## config.mk

```make
export PLATFORM = sky130hd
export DESIGN_NAME = conv_vld_gen
export DESIGN_NICKNAME = d
export VERILOG_FILES = /design/src/rtl/conv_vld_gen.sv
export SDC_FILE = /design/constraint.sdc
export NUM_CORES = 1
export LEC_CHECK = 0
export ABC_AREA = 1
export CAP_MARGIN = 20
export CORE_MARGIN = 2
export CORE_UTILIZATION = 60
export DETAILED_ROUTE_END_ITERATION = 8
export PLACE_DENSITY = 0.82
export RECOVER_POWER = 50
export SYNTH_ARGS = -nofsm -noshare
export SYNTH_HDL_FRONTEND = slang
export SYNTH_SLANG_ARGS = --single-unit
```

## constraint.sdc

```tcl
create_clock -name clk -period 3.9 [get_ports clk]
set_input_delay 0.39 -clock clk [delete_from_list [all_inputs] [get_ports clk]]
set_output_delay 0.39 -clock clk [all_outputs]
set_load 0.02 [all_outputs]
```

## src/rtl/conv_vld_gen.sv

```systemverilog
`timescale 1ns/1ps
// conv_vld_gen
// Tracks the input pixel raster, flags pixels that complete a KxK window on the
// stride grid, delays that flag by the MAC pipeline depth and qualifies it with
// the per-lane result valids. Produces the registered output valid, output-map
// coordinates, an end-of-frame pulse and a sticky lane/window misalignment flag.
module conv_vld_gen #(
    parameter int IMG_W  = 28,
    parameter int IMG_H  = 28,
    parameter int K      = 3,
    parameter int STRIDE = 1,
    parameter int LAT    = 2,
    parameter int N_LANE = 4,
    parameter int CNT_W  = 8
) (
    input  logic              clk,
    input  logic              rst_n,
    input  logic              clear,
    input  logic              in_vld,
    input  logic [N_LANE-1:0] lane_vld,
    output logic              out_vld,
    output logic [CNT_W-1:0]  out_row,
    output logic [CNT_W-1:0]  out_col,
    output logic              frame_done,
    output logic              align_err
);

    localparam int OW = (IMG_W - K) / STRIDE + 1;
    localparam int OH = (IMG_H - K) / STRIDE + 1;

    localparam logic [CNT_W-1:0] ONE       = CNT_W'(1);
    localparam logic [CNT_W-1:0] COL_LAST  = CNT_W'(IMG_W - 1);
    localparam logic [CNT_W-1:0] ROW_LAST  = CNT_W'(IMG_H - 1);
    localparam logic [CNT_W-1:0] WIN_START = CNT_W'(K - 1);
    localparam logic [CNT_W-1:0] PH_LAST   = CNT_W'(STRIDE - 1);
    localparam logic [CNT_W-1:0] OCOL_LAST = CNT_W'(OW - 1);
    localparam logic [CNT_W-1:0] OROW_LAST = CNT_W'(OH - 1);

    logic [CNT_W-1:0] in_col;
    logic [CNT_W-1:0] in_row;
    logic [CNT_W-1:0] col_ph;
    logic [CNT_W-1:0] row_ph;
    logic [LAT-1:0]   win_pipe;
    logic [LAT-1:0]   win_pipe_nxt;
    logic             col_wrap;
    logic             row_wrap;
    logic             win;
    logic             aligned;
    logic             lane_all;
    logic             fire;
    logic [CNT_W-1:0] adv_col;
    logic [CNT_W-1:0] adv_row;
    logic [CNT_W-1:0] cur_col;
    logic [CNT_W-1:0] cur_row;

    // Window qualifier for the pixel offered this cycle; a clear drops the pixel.
    always_comb begin
        col_wrap = (in_col == COL_LAST);
        row_wrap = (in_row == ROW_LAST);
        win      = in_vld & ~clear
                 & (in_row >= WIN_START) & (in_col >= WIN_START)
                 & (row_ph == '0) & (col_ph == '0);
    end

    // Next contents of the window-valid delay line (works down to a single stage).
    always_comb begin
        win_pipe_nxt    = '0;
        win_pipe_nxt[0] = win;
        for (int i = 1; i < LAT; i++) begin
            win_pipe_nxt[i] = win_pipe[i-1];
        end
    end

    // Output qualification; cur_* is the coordinate the next asserted out_vld will carry.
    always_comb begin
        aligned  = win_pipe[LAT-1];
        lane_all = &lane_vld;
        fire     = aligned & lane_all;
        if (out_col == OCOL_LAST) begin
            adv_col = '0;
            adv_row = (out_row == OROW_LAST) ? '0 : out_row + ONE;
        end else begin
            adv_col = out_col + ONE;
            adv_row = out_row;
        end
        cur_col = out_vld ? adv_col : out_col;
        cur_row = out_vld ? adv_row : out_row;
    end

    // Raster and stride-phase counters; phases restart at the window edge instead of using modulo.
    always_ff @(posedge clk or negedge rst_n) begin
        if (!rst_n) begin
            in_col <= '0;
            in_row <= '0;
            col_ph <= '0;
            row_ph <= '0;
        end else if (clear) begin
            in_col <= '0;
            in_row <= '0;
            col_ph <= '0;
            row_ph <= '0;
        end else if (in_vld) begin
            in_col <= col_wrap ? '0 : in_col + ONE;
            if (col_wrap || (in_col < WIN_START)) begin
                col_ph <= '0;
            end else begin
                col_ph <= (col_ph == PH_LAST) ? '0 : col_ph + ONE;
            end
            if (col_wrap) begin
                in_row <= row_wrap ? '0 : in_row + ONE;
                if (row_wrap || (in_row < WIN_START)) begin
                    row_ph <= '0;
                end else begin
                    row_ph <= (row_ph == PH_LAST) ? '0 : row_ph + ONE;
                end
            end
        end
    end

    // Window-valid delay line, shifted every cycle so bubbles travel as zeros.
    always_ff @(posedge clk or negedge rst_n) begin
        if (!rst_n) begin
            win_pipe <= '0;
        end else if (clear) begin
            win_pipe <= '0;
        end else begin
            win_pipe <= win_pipe_nxt;
        end
    end

    // Registered output valid, coordinates and end-of-frame pulse.
    always_ff @(posedge clk or negedge rst_n) begin
        if (!rst_n) begin
            out_vld    <= 1'b0;
            out_row    <= '0;
            out_col    <= '0;
            frame_done <= 1'b0;
        end else if (clear) begin
            out_vld    <= 1'b0;
            out_row    <= '0;
            out_col    <= '0;
            frame_done <= 1'b0;
        end else begin
            out_vld    <= fire;
            out_row    <= cur_row;
            out_col    <= cur_col;
            frame_done <= fire & (cur_row == OROW_LAST) & (cur_col == OCOL_LAST);
        end
    end

    // Sticky flag: lanes disagree with the aligned window valid (partial lanes count too).
    always_ff @(posedge clk or negedge rst_n) begin
        if (!rst_n) begin
            align_err <= 1'b0;
        end else if (clear) begin
            align_err <= 1'b0;
        end else if (aligned != lane_all) begin
            align_err <= 1'b1;
        end
    end

endmodule

```

; ---- Yosys cells after proc, flatten, opt, wreduce, memory -nomap -nowiden
; Index checks and enable logic that the tools add are counted.
[word_totals]
ff_bits = 53
[classes]
n_mux = 28
n_eq_ne = 7
n_reduce_logical = 9
addsub = 6
bitwise_logic = 9
order_cmp = 4
[ops]
columns = operator, count
row1 = 2-to-1 mux 8 bit, 23
row2 = adder 8 x 1 -> 8 bit (second input constant), 6
row3 = == test 8 x 5 -> 1 bit (second input constant), 6
row4 = >= comparator 8 x 2 -> 1 bit (second input constant), 2
row5 = zero test 8 bit, 2
row6 = less-than comparator 8 x 2 -> 1 bit (second input constant), 2
row7 = bitwise AND 1 bit, 8
row8 = nonzero test 2 bit, 3
row9 = 2-to-1 mux 1 bit, 4
row10 = AND reduction 4 bit, 1
row11 = logical OR 1 bit, 2
row12 = 2-to-1 mux 2 bit, 1
row13 = AND reduction 2 bit, 1
row14 = inequality test 1 bit, 1
row15 = NOT 1 bit, 1

; ---- Depth between registers and ports, before layout
[depth]
depth_word = 8
depth_mapped = 13
depth_no_buf = 13

; ---- Least setup slack after synthesis
; Ideal clock, no wire load.
[synth_path]
path_type = register to register
from = register out_col[1]
to = register frame_done
path_buffers = 0
path_stages_with_launch = 12
t_required_ns = 3.786
path_slack_ns = 2.362
arrival_time_ns = 1.423
setup_ns = 0.114
cell_sequence = dfrtp_1 -> inv_1 -> ha_1 -> nand2_1 -> nor2_2 -> nand3_2 -> o21ai_0 -> nand2_1 -> inv_1 -> nor2_1 -> nand2_1 -> nor2_1
[synth_via]
elab_chain_len = 7
elab_cells_between_ends = 11
classes_between = 1 x add/sub / 3 x eq/ne / 5 x mux / 2 x bitwise
[synth_lines]
columns = item, line
row1 = start: declaration, 23  ; output logic [CNT_W-1:0] out_col,
row2 = start signal: assignment, 146  ; out_col <= cur_col;
row3 = branches (longest 5 deep; another with adder 8 x 1 -> 8 bit), -
row4 = bitwise AND 1 bit (*), 147  ; frame_done <= fire & (cur_row == OROW_LAST) & (cur_col == OCOL_LAST);
row5 = 2-to-1 mux 1 bit (*), 138  ; end else if (clear) begin
row6 = end signal: assignment, 147
row7 = end: declaration, 24  ; output logic frame_done,
; Mark *: on every way between the ends.
; A chain may end at the register's enable or synchronous reset.

; ---- Worst setup path after layout
[layout_path]
from = input port clear
to = register in_row[6]
[layout_via]
elab_chain_len = 2
elab_cells_between_ends = 4
classes_between = 1 x mux / 3 x reduce/logical
[layout_lines]
columns = item, line
row1 = start: declaration, 18  ; input logic clear,
row2 = nonzero test 2 bit (no source line), -
row3 = AND reduction 2 bit (no source line), -
row4 = end signal: assignment, 110  ; in_row <= row_wrap ? '0 : in_row + ONE;
row5 = end: declaration, 40  ; logic [CNT_W-1:0] in_row;
; Several ways; a longest one is shown, not always the timed one.

==> impl_results.md <==
- Fraction of the mapped netlist area in compound gates: between 8 and 9%
- I/O Pins: 27
- Number of H-tree levels: 2
- Worst-Skew Late Latency: 310 ps
- Nature of the critical path startpoint: primary input
- Crit share post-route: roughly two thirds
- GPL Wtd Cong: 0.915
- Buffers on Ports: 26
- Xor and xnor fraction of the mapped netlist area: 2.18%
- Number of DRC violations after detailed routing: 0
- Slew HR: 40.3%
- Global Route Usage Sum: 23.8%
- Maximum clock frequency: 0.380 GHz
- Aggregate negative setup slack: 0 ps
- Maximum number of pins on one net before global-route repair: 54
- Residual antenna-violating net count after detailed routing: 0
- CP endpoint kind: register
- Highest fanout seen on the critical path: 20
- Die area: slightly below 6000 µm²
- Number of DRC markers in iteration 0: 194
- Final hold viol count: 0
- Vias in the first global route: 2724
- TritonCTS clock tree: built
- Mapped cell area: 3210 µm²
- Post CTS Setup Buffer Count: 0
- Most used flip-flop cell after synthesis: sky130_fd_sc_hd__dfrtp_1
- Hold-fix buffers, CTS: 0
- Area growth from synthesis to layout: 12.7%
- Final standard cell area without fillers: 3610 µm²
- Wire length of the first global-routing pass: about 12 mm
- Status: completed
- WS Path Type: in2reg
- Post-synthesis cell type count: 37
- Core Rows: 26
- Synth async-reset ratio: 100%
- Half-perimeter wire length after detailed placement: around 4.7 mm
- Vias per cell: about 5.3
- Average footprint of a synthesized cell: ~7.5 µm²
- Worst Max-Slew Pin Slew: 895 ps
- Static Leak: 1.62 nW
- Count of synthesis-stage warnings from yosys: 0
- Share of post-route cells with drive strength above 1: 6.80%
- Met1 Wirelength: 2.84 mm
- Worst Path Arrival: 2840 ps
- Clock Sink Count: 53
- Fin Clk Skew: 15.2 ps
- Detailed route wirelength on metal3: 260 µm
- Area fraction in and, or, nand and nor cells after synthesis: roughly 34%
- Number of nets in the synthesized netlist: 448
- Cell count after synthesis: 427
- Count of endpoints failing setup in the final report: 0
- Total routed wirelength: approximately 6.4 mm
- Post-layout power: around 1 mW
- Number of enable-type register cells in the synthesized netlist: 0
- Delay of the slowest cell on the worst path: 740 ps
- Maximum vdd ir drop: ~0.23 mV
- Antenna violations before repair: 0
- Hold Path Class: in2async
- Starting utilization of the core area: 62.4%
- Cells resized by post-CTS repair: 0
- Placed instance area: 3510 µm²
- Final critical delay including setup and external delays: 2630 ps
- Clock root cell: sky130_fd_sc_hd__clkbuf_8
- P per Cell Area: 278 nW/µm²
- Max-capacitance violation count: 0
- Placeable core area: around 5100 µm²
- Total met2 wirelength after detailed routing: about 3.2 mm
- Part of the Yosys area used for sequential elements: between 40% and 50%
- Width of the die: 77.1 µm
- Combinational family with the most area after synthesis: simple AND/OR/NAND/NOR gates
- Clock slew at the register clock pins of the worst setup and hold paths: roughly 100 ps
- Vias after detailed routing: 2780
- List of cells traversed by the critical path: dlygate4sd3_1, clkbuf_1, nor2_1, inv_2, nand2_2, nor2_1, o21ai_0, a21oi_1
- Antenna cells: 0
- Uppermost layer routed: met4
- Detail-routed net length per standard cell: 12.1 µm
- Overflow left after global routing: 0
- RSZ-0062 raised after global routing: false
- Pre-Repair DR Iteration Count: 4
- Number of buffers inserted during clock tree synthesis: 5
- Height of the chip: 77.1 µm
- Number of nets in the layout: 476
- Post-synthesis share of cell area spent on full adders, half adders and majority gates: 5.07%
- Fraction of synthesized area in multiplexers: 0%
- Number of buffers on the longest clock path: 2
- Number of flip-flops and latches in the synthesized netlist: 53
- Number of pins with negative max-slew slack in the final report: 0
- Slowest stage cell, crit path: sky130_fd_sc_hd__nor2_1
- Cell occurring most often along the worst timing path: sky130_fd_sc_hd__nor2_1
- Required arrival time at the worst endpoint: 4110 ps
[cells in the final DEF (no fill, tap or decap), drive strengths merged, types with 2 or more instances in the layout]
master	instances
nor2	83
xor2	6
clkdlybuf4s50	24
nor3	8
o21a	4
a21oi	10
ha	13
inv	60
nand4	12
o22ai	2
a211oi	2
dfrtp	53
xnor2	2
clkinv	2
buf	2
o31ai	2
clkbuf	7
o21ai	26
nand3	31
nand2	98
nor4	2
[area by class of cell]
| cell class | instances | area (µm²) |
|---|---|---|
| flip-flops and latches | 53 | 1330 |
| repair buffers | 28 | 267 |
| inverters | 61 | 229 |
| clock buffers | 6 | 72.6 |
| multi-input cells | 306 | 1590 |
| well taps | 70 | 87.6 |
| fillers | 453 | 1530 |
| clock inverters | 2 | 38.8 |
[critical path, delay by kind of cell]
family / cells / cell delay [ps]
buffers and inverters: 3 / 1130
and+or+nand+nor: 3 / 1120
AOI/OAI and AO/OA: 2 / 200
[final timing paths]
kind	startpoint	to	slack [ps]	cells past startpoint
setup / recovery	clear	in_row[6]$_DFFE_PN0P_	1270	8
setup reg to reg	in_col[1]$_DFFE_PN0P_	in_row[6]$_DFFE_PN0P_	1930	8
hold reg to reg	win_pipe[0]$_DFF_PN0_	win_pipe[1]$_DFF_PN0_	480	2
hold / removal	rst_n	in_row[1]$_DFFE_PN0P_	190	2
min in group clk	win_pipe[0]$_DFF_PN0_	win_pipe[1]$_DFF_PN0_	480	2
max in group asynchronous	rst_n	col_ph[2]$_DFFE_PN0P_	3270	2
[state kept, by name (all words and copies together), names as in the netlist]
name and cells:
out_vld 1, in_col 8, align_err 1, in_row 8, out_row 8, out_col 8
row_ph 8, frame_done 1, col_ph 8, win_pipe 2
[power by group]
group          total [mW]  switching, mW  internal, mW  leakage (nW)
clock network       0.377          0.184         0.193        0.0554
logic              0.0633         0.0432        0.0201         0.826
registers           0.565        0.00838         0.556         0.737
[synth_stat cells, types with 2 or more instances]
library cell	n	area, µm²
sky130_fd_sc_hd__a211oi_1	2	15.0
sky130_fd_sc_hd__a21oi_1	8	40.0
sky130_fd_sc_hd__a21oi_2	2	17.5
sky130_fd_sc_hd__buf_6	4	45.0
sky130_fd_sc_hd__dfrtp_1	53	1330
sky130_fd_sc_hd__ha_1	13	163
sky130_fd_sc_hd__inv_1	58	218
sky130_fd_sc_hd__inv_2	2	7.51
sky130_fd_sc_hd__nand2_1	94	353
sky130_fd_sc_hd__nand2_2	4	25.0
sky130_fd_sc_hd__nand3_1	28	140
sky130_fd_sc_hd__nand3_4	2	35.0
sky130_fd_sc_hd__nand4_1	11	68.8
sky130_fd_sc_hd__nor2_1	75	282
sky130_fd_sc_hd__nor2_2	4	25.0
sky130_fd_sc_hd__nor2_4	4	45.0
sky130_fd_sc_hd__nor3_1	7	35.0
sky130_fd_sc_hd__nor4_1	2	12.5
sky130_fd_sc_hd__o21a_1	4	30.0
sky130_fd_sc_hd__o21ai_0	25	125
sky130_fd_sc_hd__o22ai_1	2	12.5
sky130_fd_sc_hd__o31ai_1	2	15.0
sky130_fd_sc_hd__xnor2_1	2	17.5
sky130_fd_sc_hd__xor2_1	6	52.6
[per-stage QoR]
stage	cells	util, %	worst slack, ps	hold slack [ps]
detailed placement	518	68.2	1380	477
global placement	518	68.2	1450	474
finish	526	70.3	1270	186
global route	526	70.3	1050	235
CTS	526	70.4	1710	207
floorplan	427	-	2360	94.4
[cell families (layout without fill, tap and decap cells)]
| logic type | after synthesis | count (layout) |
|---|---|---|
| AOI/OAI and AO/OA | 48 | 48 |
| xor gates and xnor gates | 8 | 8 |
| DFF | 53 | 53 |
| adders and majority gates | 13 | 13 |
| and+or+nand+nor | 237 | 237 |
| buffers and inverters | 68 | 97 |
[per-layer routing]
metal	vias up	GRT usage (%)
met5	-	0
met1	1298	29.6
li1	1411	-
met4	0	7.68
met2	65	42.5
met3	6	3.88
Power figures use the tool's default switching activity.
